==> src/rtl/dac_ctrl_pkg.sv <==
// Shared types and constants for the DAC sample scheduler.
package dac_ctrl_pkg;

  localparam int                DATA_W    = 10;
  localparam logic [DATA_W-1:0] IDLE_CODE = 10'h200;
  localparam int                DIV_W     = 16;
  localparam int                CNT_W     = 8;

  typedef enum logic [2:0] {
    ST_IDLE      = 3'd0,
    ST_WAIT_TICK = 3'd1,
    ST_READ      = 3'd2,
    ST_LATCH     = 3'd3,
    ST_SEND      = 3'd4,
    ST_WAIT_DONE = 3'd5
  } state_e;

  // Increment that sticks at all-ones instead of wrapping.
  function automatic logic [CNT_W-1:0] sat_inc(input logic [CNT_W-1:0] v);
    logic [CNT_W-1:0] r;
    r = (v == {CNT_W{1'b1}}) ? v : v + 1'b1;
    return r;
  endfunction

endpackage

==> src/rtl/dac_sample_sched_tick.sv <==
// Programmable rate divider: one-cycle tick every rate_div_i+1 enabled cycles.
module rate_tick_gen #(
  parameter int DIV_W = 16
) (
  input  logic             clk,
  input  logic             rst,
  input  logic             enable_i,
  input  logic [DIV_W-1:0] rate_div_i,
  output logic             tick_o
);

  logic [DIV_W-1:0] cnt_q;
  logic [DIV_W-1:0] cnt_d;
  logic             hit;

  // rate_div_i is compared live; if it drops below the count the counter
  // simply runs on and wraps through zero before the next match.
  assign hit = (cnt_q == rate_div_i);

  // Next count: held at zero while disabled, reload on match, else advance.
  always_comb begin
    cnt_d = cnt_q;
    if (!enable_i) begin
      cnt_d = '0;
    end else if (hit) begin
      cnt_d = '0;
    end else begin
      cnt_d = cnt_q + 1'b1;
    end
  end

  // Divider counter register.
  always_ff @(posedge clk or posedge rst) begin
    if (rst) begin
      cnt_q <= '0;
    end else begin
      cnt_q <= cnt_d;
    end
  end

  assign tick_o = enable_i && hit;

endmodule

==> src/rtl/dac_sample_sched.sv <==
// Sample-rate scheduler between the sample FIFO and the SPI DAC transmitter.
// Each rate tick pops one FIFO word and launches one SPI frame; an empty FIFO
// re-sends the held sample and counts an underrun. One tick that lands while
// a frame is in flight is remembered; further ones are reported as misses.
module dac_sample_sched #(
  parameter int                DATA_W    = dac_ctrl_pkg::DATA_W,
  parameter logic [DATA_W-1:0] IDLE_CODE = dac_ctrl_pkg::IDLE_CODE,
  parameter int                DIV_W     = dac_ctrl_pkg::DIV_W
) (
  input  logic              clk,
  input  logic              rst,
  input  logic              enable,
  input  logic [DIV_W-1:0]  rate_div,
  input  logic              fifo_empty,
  input  logic [DATA_W-1:0] fifo_data,
  output logic              fifo_read_en,
  input  logic              spi_busy,
  output logic              spi_start,
  output logic [DATA_W-1:0] spi_data,
  output logic              underrun,
  output logic              tick_miss,
  output logic [7:0]        underrun_cnt
);

  import dac_ctrl_pkg::*;

  state_e            state_q;
  state_e            state_d;
  logic              pending_q;
  logic              pending_d;
  logic              wd_first_q;
  logic              wd_first_d;
  logic [DATA_W-1:0] spi_data_q;
  logic [DATA_W-1:0] spi_data_d;
  logic              underrun_q;
  logic              underrun_d;
  logic              tick_miss_q;
  logic              tick_miss_d;
  logic [CNT_W-1:0]  ucnt_q;
  logic [CNT_W-1:0]  ucnt_d;
  logic              tick;
  logic              serve;

  rate_tick_gen #(
    .DIV_W (DIV_W)
  ) u_tick (
    .clk        (clk),
    .rst        (rst),
    .enable_i   (enable),
    .rate_div_i (rate_div),
    .tick_o     (tick)
  );

  // A tick or a remembered tick is only acted on from WAIT_TICK while enabled.
  assign serve = (state_q == ST_WAIT_TICK) && enable && (tick || pending_q);

  // Next-state, strobes and bookkeeping for the scheduler FSM.
  always_comb begin
    state_d      = state_q;
    pending_d    = pending_q;
    wd_first_d   = 1'b0;
    spi_data_d   = spi_data_q;
    underrun_d   = 1'b0;
    tick_miss_d  = 1'b0;
    ucnt_d       = ucnt_q;
    fifo_read_en = 1'b0;
    spi_start    = 1'b0;

    // Ticks outside WAIT_TICK: the first is remembered, later ones dropped.
    if (tick && (state_q != ST_WAIT_TICK)) begin
      if (pending_q) begin
        tick_miss_d = 1'b1;
      end else begin
        pending_d = 1'b1;
      end
    end

    case (state_q)
      ST_IDLE: begin
        if (enable) begin
          state_d = ST_WAIT_TICK;
        end else begin
          pending_d = 1'b0;
        end
      end

      ST_WAIT_TICK: begin
        if (!enable) begin
          state_d   = ST_IDLE;
          pending_d = 1'b0;
        end else if (serve) begin
          // A tick coinciding with pending is the same request: serve once.
          pending_d = 1'b0;
          if (!fifo_empty) begin
            state_d = ST_READ;
          end else begin
            state_d    = ST_SEND;
            underrun_d = 1'b1;
            ucnt_d     = sat_inc(ucnt_q);
          end
        end
      end

      ST_READ: begin
        fifo_read_en = 1'b1;
        state_d      = ST_LATCH;
      end

      ST_LATCH: begin
        // FIFO output is valid the cycle after the pop strobe.
        spi_data_d = fifo_data;
        state_d    = ST_SEND;
      end

      ST_SEND: begin
        if (!spi_busy) begin
          spi_start  = 1'b1;
          wd_first_d = 1'b1;
          state_d    = ST_WAIT_DONE;
        end
      end

      ST_WAIT_DONE: begin
        // busy only rises the cycle after start, so the first cycle is blind.
        if (!wd_first_q && !spi_busy) begin
          state_d = enable ? ST_WAIT_TICK : ST_IDLE;
        end
      end

      default: begin
        state_d   = ST_IDLE;
        pending_d = 1'b0;
      end
    endcase
  end

  // FSM state and control flags.
  always_ff @(posedge clk or posedge rst) begin
    if (rst) begin
      state_q    <= ST_IDLE;
      pending_q  <= 1'b0;
      wd_first_q <= 1'b0;
    end else begin
      state_q    <= state_d;
      pending_q  <= pending_d;
      wd_first_q <= wd_first_d;
    end
  end

  // Held sample, status pulses and saturating underrun counter.
  always_ff @(posedge clk or posedge rst) begin
    if (rst) begin
      spi_data_q  <= IDLE_CODE;
      underrun_q  <= 1'b0;
      tick_miss_q <= 1'b0;
      ucnt_q      <= '0;
    end else begin
      spi_data_q  <= spi_data_d;
      underrun_q  <= underrun_d;
      tick_miss_q <= tick_miss_d;
      ucnt_q      <= ucnt_d;
    end
  end

  assign spi_data     = spi_data_q;
  assign underrun     = underrun_q;
  assign tick_miss    = tick_miss_q;
  assign underrun_cnt = ucnt_q;

endmodule

==> config.mk <==
export PLATFORM = sky130hd
export DESIGN_NAME = dac_sample_sched
export DESIGN_NICKNAME = d
export VERILOG_FILES = /design/src/rtl/dac_ctrl_pkg.sv /design/src/rtl/dac_sample_sched_tick.sv /design/src/rtl/dac_sample_sched.sv
export SDC_FILE = /design/constraint.sdc
export NUM_CORES = 1
export LEC_CHECK = 0
export ABC_AREA = 1
export ABC_CLOCK_PERIOD_IN_PS = 1600
export BUFFER_PORTS_ARGS = -buffer_cell sky130_fd_sc_hd__buf_2
export CORE_UTILIZATION = 35
export CTS_CLUSTER_SIZE = 30
export DETAILED_ROUTE_END_ITERATION = 8
export PLACE_DENSITY = 0.61
export SYNTH_ARGS = -nofsm -noshare
export SYNTH_HDL_FRONTEND = slang
export SYNTH_SLANG_ARGS = --single-unit
==> constraint.sdc <==
create_clock -name clk -period 1.6 [get_ports clk]
set_input_delay 0.32 -clock clk [delete_from_list [all_inputs] [get_ports clk]]
set_output_delay 0.32 -clock clk [all_outputs]
set_load 0.01 [all_outputs]
==> results of run 1 <==
[synthesized netlist by cell type, drive strengths merged]
library cell	n
a211oi	1
a21oi	9
a31oi	1
buf	3
dfrtp	40
dfstp	1
ha	2
inv	46
mux2	10
nand2	87
nand3	20
nand4	9
nor2	37
nor3	11
nor3b	1
o21a	1
o21ai	3
xnor2	4
xor2	11
[flip-flops by register name, indices dropped and copies added, names as in the netlist]
signal        count
underrun          1
state_q           3
u_tick.cnt_q     16
spi_data         10
underrun_cnt      8
tick_miss         1
pending_q         1
wd_first_q        1
[metal layers]
| metal | GRT usage | routed length (um) | vias to the layer above |
|---|---|---|---|
| li1 | - | - | 1093 |
| met1 | 0.192 | 2400 | 970 |
| met2 | 0.263 | 2490 | 36 |
| met3 | 0.0393 | 199 | 6 |
| met4 | 0.0533 | 68 | 0 |
| met5 | 0 | 0 | - |
[worst max-delay path, stage by stage, from the launching register on]
cell	delay (ns)
dfrtp_1	0.38
inv_2	0.07
nor3_4	0.21
inv_2	0.07
nor2_2	0.11
buf_2	0.13
[area by class of cell]
cell class	count	area share
clock inverter	2	0.00324
inverter	46	0.0567
tap	77	0.0312
sequential	41	0.335
multi-input combinational	207	0.391
clock buffer	6	0.0235
timing repair buffer	79	0.159
[kinds of logic (layout without fill, tap and decap cells)]
family | after synthesis | in the layout
muxes | 10 | 10
DFF | 41 | 41
and+or+nand+nor | 165 | 165
buffers and inverters | 49 | 133
AOI/OAI and AO/OA | 15 | 15
adders and majority gates | 2 | 2
xor gates and xnor gates | 15 | 15
[power by group]
group          internal (mW)  switching, mW
Sequential              1.22          0.108
Clock                  0.303          0.360
Combinational          0.476          0.503
Total                   2.00          0.971
[cell usage in the layout, fill, tap and decap left out, types with 11 or more instances in the layout]
cell	count
nor2_1	28
xor2_1	11
buf_4	24
inv_1	31
inv_2	14
nand3_1	16
nand2_1	76
buf_2	52
dfrtp_1	34
[path summary, 6_finish.rpt]
check	startpoint	endpoint	slack, ns	cells past startpoint
worst max-delay path	state_q[2]$_DFFE_PP0P_	spi_start	0.01	5
worst max register to register	state_q[2]$_DFFE_PP0P_	underrun_cnt[2]$_DFFE_PP0P_	0.03	9
worst min-delay path	rst	spi_data[6]$_DFFE_PP0P_	0.06	3
worst min register to register	spi_data[5]$_DFFE_PP0P_	spi_data[5]$_DFFE_PP0P_	0.50	1
max in group asynchronous	rst	spi_data[9]$_DFFE_PP1P_	1.28	3
min in group clk	spi_busy	wd_first_q$_DFF_PP0_	0.20	2
[timing repair]
item                                    in CTS  in global routing
gates cloned                                 0                  0
pin swaps                                    2                  9
endpoints found under the setup margin       1                 26
resized for setup                            3                 25
buffers inserted                             6                  5
==> reports/qor.csv, run 1 <==
metric,value,unit
max-cap-violations,0,
finalInstanceArea,3090,um^2
postPlaceCellArea,2850,um^2
nFillCells,660,
area_growth_syn_to_layout,30.6,%
hold-worst-slack,0.0643,ns
cts_buffer_depth,2,
tns,0,ns
setup_ws,0.0143,ns
die_area,7090,um^2
yosysTopAreaCell,dfrtp_1,
grt_pass1_wl,8.83,mm
finalSetupViolations,0,
routedWlPerCell,11.2,um
drt_wl_total,5.15,mm
finalHoldViolCount,0,
cts_hold_buf,0,
synthAdderAreaFrac,0.0106,
dp_hpwl,3.71,mm
syn-mean-instance-area,7.96,um^2
final_core_util,0.481,
power_density,961,nW/um^2
overflow,0,
synthSimpleGateAreaFrac,0.335,
ir_drop,0.000614,V
grt_max_degree,42,
crit_type,flip-flop to output pin,
route.detailed.drc,4,
diodes,0,
min_period_over_period,0.991,
cts_root_buffer,clkbuf_8,
fin_crit,1.59,ns
layout.nets,413,
dr.pass1.iters,6,
ctsHtreeMaxLevel,2,
grt_pass1_vias,2067,
yosysWarnings,0,
seq_area,1030,um^2
std_cell_rows,29,
multi_input_area,1210,um^2
die_x,84.2,um
antenna_found_initial,0,
drtIter0Drc,54,
synth_compound_area_frac,0.0344,
drive_above_1_share,0.399,
netlist.area_leader.share,0.423,
startpoint_type,flip-flop,
vias,2105,
leakage,1.60,nW
clkSinkCount,41,
layout.cells.non_filler,458,
ant_nets,0,
dieHeight,84.2,um
drv_slew,0,
post-place-cells,439,
worstSkewPairLatency,0.30,ns
place_ws,0.0605,ns
hold_path.class,primary input to asynchronous set/reset pin,
cts_made_buffers,5,
finalPower,2.97,mW
status,"finished, violations left",
netlist_area,2360,um^2
yosys.area_share.xor_xnor,0.0556,
viasPerCell,4.60,
netlist_instances,297,
syn-num-nets,330,
cts_tree,built,
grt_use_total,0.155,
rsz0062_at_grt,true,
worstPathRequired,1.28,ns
seq_area_frac_synth,0.434,
core_area,6420,um^2
clock_skew,0.00761,ns
start_util,0.368,
gp_congestion,0.768,
path_clk_slew,0.08,ns
crit_fanout,3,
setup.worst_path.end_class,output pin,
relSlewSlack,0.781,
max_slew.worst_pin.slew,0.327,ns
synth_area_leaders,"dfrtp_1, nand2_1, inv_1",
violations,DRC,
ys_ff_latch,41,
synthDistinctLibCells,30,
max_freq,631,MHz
synth_top_family_by_area,simple AND/OR/NAND/NOR gates,
synth_mux_area_frac,0.0476,
port_buffers,52,
io-pin-count,53,
arrival,1.27,ns
(Power assumes the default switching activity.)
==> run 2, diff against run 1 <==
--- a/config.mk
+++ b/config.mk
@@ -7,11 +7,12 @@
 export LEC_CHECK = 0
 export ABC_AREA = 1
 export ABC_CLOCK_PERIOD_IN_PS = 1600
-export BUFFER_PORTS_ARGS = -buffer_cell sky130_fd_sc_hd__buf_2
+export BUFFER_PORTS_ARGS = -buffer_cell sky130_fd_sc_hd__clkbuf_2
 export CORE_UTILIZATION = 35
 export CTS_CLUSTER_SIZE = 30
 export DETAILED_ROUTE_END_ITERATION = 8
 export PLACE_DENSITY = 0.61
+export SLEW_MARGIN = 20
 export SYNTH_ARGS = -nofsm -noshare
 export SYNTH_HDL_FRONTEND = slang
 export SYNTH_SLANG_ARGS = --single-unit
==> reports/qor.csv, run 2 (same netlist as run 1, synthesis figures left out) <==
metric,value,unit,change
min_period_over_period,1.00,,+0.0110
io-pin-count,53,,unchanged
dieHeight,84.2,um,unchanged
overflow,0,,unchanged
crit_type,flip-flop to output pin,,
ctsHtreeMaxLevel,2,,unchanged
dp_hpwl,3.84,mm,+3.6%
crit_fanout,4,,+1
ant_nets,0,,unchanged
rr_worst_depth,9,,unchanged
clock_skew,0.00772,ns,+0.000109 ns
worstSetupStartpoint,state_q[1]$_DFFE_PP0P_,,
relSlewSlack,0.740,,-0.0407
post-place-cells,442,,+0.68%
cts_tree,built,,
tns,-0.00335,ns,-0.00335 ns
power_density,950,nW/um^2,-1.2%
dr.pass1.iters,6,,unchanged
setup_ws,-0.00335,ns,-0.0176 ns
vias,2137,,+1.5%
diodes,0,,unchanged
route.detailed.drc,4,,unchanged
die_area,7090,um^2,unchanged
finalHoldViolCount,0,,unchanged
ir_drop,0.000668,V,+8.8%
cts_root_buffer,clkbuf_8,,
viasPerCell,4.62,,+0.42%
max_freq,624,MHz,-1.1%
max-cap-violations,0,,unchanged
cpPeakStageDelay,0.44,ns,+0.06 ns
die_x,84.2,um,unchanged
arrival,1.28,ns,about the same
grt_use_total,0.156,,+0.000601
cts_made_buffers,5,,unchanged
violations,"DRC, setup timing",,
drtIter0Drc,64,,+19%
rr_startpoint,state_q[1]$_DFFE_PP0P_,,
hold_path.class,primary input to asynchronous set/reset pin,,
finalSetupViolations,1,,+1
routedWlPerCell,11.3,um,+0.69%
layout.cells.non_filler,463,,+1.1%
port_buffers,52,,unchanged
regMostFlops,u_tick.cnt_q,,
grt_pass1_wl,8.82,mm,about the same
setup.worst_path.end_class,output pin,,
drt_wl_total,5.24,mm,+1.8%
leakage,1.66,nW,+4.1%
drv_slew,0,,unchanged
grt_max_degree,23,,-45%
path_clk_slew,0.08,ns,about the same
status,"finished, violations left",,
layout.nets,418,,+1.2%
drive_above_1_share,0.438,,+0.0389
antenna_found_initial,0,,unchanged
clkSinkCount,41,,unchanged
cts_buffer_depth,2,,unchanged
core_area,6420,um^2,unchanged
std_cell_rows,29,,unchanged
rsz0062_at_grt,true,,
gp_congestion,0.776,,+1.1%
cp_cell_sequence,"nor3_4, inv_2, nor2_2, buf_2",,
mostFrequentLayoutCells,"nand2_1, clkbuf_2, dfrtp_1",,
layout_commonest_cell,nand2_1,,
worstPathRequired,1.28,ns,about the same
worstSkewPairLatency,0.29,ns,about the same
max_slew.worst_pin.slew,0.388,ns,+0.0613 ns
grt_pass1_vias,2053,,-0.68%
area_growth_syn_to_layout,34.7,%,
fin_crit,1.60,ns,+0.0176 ns
worst_path_max_delay_cell,dfrtp_2,,
largest_reg_flops,16,,unchanged
startpoint_type,flip-flop,,
start_util,0.368,,unchanged
==> run 2: final timing paths <==
path                       slack [ns]                           to
max in group asynchronous        1.29      spi_data[9]$_DFFE_PP1P_
min reg2reg                      0.50    u_tick.cnt_q[0]$_DFF_PP0_
min in group clk                 0.21         wd_first_q$_DFF_PP0_
max reg2reg                      0.02  underrun_cnt[3]$_DFFE_PP0P_
max                            -0.003                    spi_start
min                              0.04      spi_data[1]$_DFFE_PP0P_
==> run 2: cell type report <==
class / instances / area [um^2]
Clock buffer: 7 / 96.3
Clock inverter: 1 / 5.00
Fill cell: 637 / 3240
Inverter: 46 / 173
Multi-Input combinational cell: 207 / 1260
Sequential cell: 41 / 1030
Tap cell: 77 / 96.3
Timing Repair Buffer: 84 / 520
==> run 2: report_power, final <==
group	internal, mW	total [mW]	switching [mW]
logic	0.448	0.946	0.498
clock network	0.390	0.758	0.368
registers	1.22	1.32	0.103
total	2.06	3.03	0.969
==> run 2: critical path: cells and delay by family (launching register included) <==
| family | cells | cell delay, ns |
|---|---|---|
| flops | 1 | 0.44 |
| buf+inv | 2 | 0.21 |
| simple gates | 2 | 0.34 |
==> run 2: through the flow <==
stage	utilization	instance area, um^2	setup WS (ns)	hold slack [ns]	total power [mW]
final	0.496	3190	-0.00335	0.0439	3.03
after global routing	0.496	3190	-0.0902	0.0713	3.23
after CTS	0.469	3010	-0.00181	0.0443	3.01
after detailed placement	0.445	2860	0.0490	0.364	2.16
after global placement	0.445	2860	0.0690	0.369	2.14
after floorplan	-	2360	0.199	0.437	1.85
==> run 2: metal layers <==
layer	track usage	routed length, um	up-vias
met4	0.0470	45	0
met2	0.267	2580	44
met5	0	0	-
met1	0.194	2390	978
li1	-	-	1111
met3	0.0383	221	4
==> run 2: repair_timing <==
item,in CTS,in global routing
hold buffers,0,0
pin swaps,0,14
gates resized for setup,6,40
hold endpoints to repair,0,0
setup endpoints to repair,1,30
setup buffers,5,8
==> run 3, diff against run 2 <==
--- a/config.mk
+++ b/config.mk
@@ -8,10 +8,12 @@
 export ABC_AREA = 1
 export ABC_CLOCK_PERIOD_IN_PS = 1600
 export BUFFER_PORTS_ARGS = -buffer_cell sky130_fd_sc_hd__clkbuf_2
+export CELL_PAD_IN_SITES_DETAIL_PLACEMENT = 0
+export CELL_PAD_IN_SITES_GLOBAL_PLACEMENT = 1
 export CORE_UTILIZATION = 35
 export CTS_CLUSTER_SIZE = 30
 export DETAILED_ROUTE_END_ITERATION = 8
-export PLACE_DENSITY = 0.61
+export PLACE_DENSITY = 0.77
 export SLEW_MARGIN = 20
 export SYNTH_ARGS = -nofsm -noshare
 export SYNTH_HDL_FRONTEND = slang
==> reports/qor.csv, run 3 (same netlist as run 1, synthesis figures left out) <==
metric,value,unit,change
max-cap-violations,0,,unchanged
setup.worst_path.end_class,flip-flop,,
start_util,0.368,,unchanged
post-place-cells,439,,-0.68%
diodes,0,,unchanged
leakage,1.64,nW,-1.1%
cts_tree,built,,
finalPower,3.03,mW,+0.24%
regMostFlops,u_tick.cnt_q,,
power_density,952,nW/um^2,+0.20%
final_core_util,0.496,,about the same
clock_skew,0.0120,ns,+0.00425 ns
cts_root_buffer,clkbuf_8,,
grt_pass1_wl,9.25,mm,+4.9%
drt_wl_total,5.45,mm,+3.8%
die_area,7090,um^2,unchanged
worstSkewPairLatency,0.29,ns,about the same
clkSinkCount,41,,unchanged
crit_fanout,8,,+4
antenna_found_initial,0,,unchanged
die_x,84.2,um,unchanged
std_cell_rows,29,,unchanged
grt_max_degree,28,,+22%
layout.cells.non_filler,460,,-0.65%
dp_hpwl,4.05,mm,+5.5%
worst_path_max_delay_cell,dfrtp_2,,
layout.nets,415,,-0.72%
min_period_over_period,0.990,,-0.0122
cts_buffer_depth,2,,unchanged
drv_slew,0,,unchanged
ant_nets,0,,unchanged
layout_commonest_cell,nand2_1,,
finalInstanceArea,3190,um^2,about the same
rr_worst_depth,9,,unchanged
area_growth_syn_to_layout,34.8,%,about the same
met3_wirelength,170,um,-23%
viasPerCell,4.54,,-1.7%
core_area,6420,um^2,unchanged
routed.top_layer,met4,,
hold_path.class,primary input to asynchronous set/reset pin,,
max_slew.worst_pin.slew,0.405,ns,+0.0169 ns
drive_above_1_share,0.433,,-0.00440
largest_reg_flops,16,,unchanged
grt_pass1_vias,2027,,-1.3%
wl_met1,2.56,mm,+7.0%
path_clk_slew,0.09,ns,about the same
dr.pass1.iters,4,,-2
relSlewSlack,0.728,,-0.0118
finalHoldViolCount,0,,unchanged
routedWlPerCell,11.8,um,+4.5%
crit_type,flip-flop to flip-flop,,
gp_congestion,0.794,,+2.3%
overflow,0,,unchanged
arrival,1.77,ns,+0.49 ns
ir_drop,0.000700,V,+4.7%
drtIter0Drc,65,,+1.6%
rsz0062_at_grt,true,,
cpPeakStageDelay,0.45,ns,about the same
max_freq,631,MHz,+1.2%
status,finished clean,,
io-pin-count,53,,unchanged
wl_met2,2.65,mm,+2.6%
vias,2088,,-2.3%
worstPathRequired,1.78,ns,+0.50 ns
grt_use_total,0.162,,+0.00678
startpoint_type,flip-flop,,
mostFrequentLayoutCells,"nand2_1, clkbuf_2, dfrtp_1",,
cp_cell_sequence,"xor2_1, nor2_2, nand2_2, nor2_4, nand3_4, nand2_4, nand3_4, nand2_1, nand2_1",,
dieHeight,84.2,um,unchanged
fin_crit,1.58,ns,-0.0195 ns
postPlaceCellArea,2850,um^2,-0.35%
ctsHtreeMaxLevel,2,,unchanged
finalSetupViolations,0,,-1
port_buffers,52,,unchanged
cts_made_buffers,5,,unchanged
route.detailed.drc,0,,-4
run 3: changes by cell type in the layout (fill, tap and decap cells not counted), sizes merged:
cell / delta
buf: -4
clkbuf: +1
run 3: critical path: cells and delay by family (launching register included):
kind | cells | cell delay, ns
and+or+nand+nor | 8 | 0.85
xor gates and xnor gates | 1 | 0.18
DFF | 1 | 0.45
run 3: timing repair:
action	in CTS	in global routing
setup buffers	3	9
hold buffers	0	0
gates resized for setup	8	37
setup endpoints to repair	22	28
pin swaps	0	10
cloned	0	1
run 3: final timing paths:
kind | start | to | slack [ns]
hold reg to reg | u_tick.cnt_q[0]$_DFF_PP0_ | u_tick.cnt_q[0]$_DFF_PP0_ | 0.51
setup / recovery | u_tick.cnt_q[3]$_DFF_PP0_ | underrun_cnt[1]$_DFFE_PP0P_ | 0.02
hold / removal | rst | wd_first_q$_DFF_PP0_ | 0.03
setup reg to reg | u_tick.cnt_q[3]$_DFF_PP0_ | underrun_cnt[1]$_DFFE_PP0P_ | 0.02
max in group asynchronous | rst | state_q[1]$_DFFE_PP0P_ | 1.21
min in group clk | spi_busy | wd_first_q$_DFF_PP0_ | 0.22
run 3: through the flow:
stage / worst slack, ns / TNS (ns) / hold slack [ns]
after floorplan: 0.199 / 0 / 0.437
after global placement: -0.0261 / -0.158 / 0.342
after detailed placement: -0.0383 / -0.412 / 0.337
after CTS: 0.0126 / 0 / 0.0226
after global routing: -0.0926 / -1.05 / 0.0454
final: 0.0161 / 0 / 0.0275
run 3: routing by layer:
layer | track usage | up-vias
met5 | 0 | -
li1 | - | 1104
met4 | 0.0470 | 0
met1 | 0.214 | 947
met3 | 0.0275 | 5
met2 | 0.275 | 32
run 3: layout make-up:
type | instances | area (um^2)
clock buffers | 7 | 96.3
clock inverters | 1 | 5.00
fillers | 619 | 3240
inverters | 46 | 173
multi-input cells | 207 | 1250
flip-flops and latches | 41 | 1030
well taps | 77 | 96.3
repair buffers | 81 | 532
run 3: power by group:
group | internal, mW | switching, mW
registers | 1.22 | 0.106
logic | 0.437 | 0.519
clock network | 0.390 | 0.362
total | 2.05 | 0.986
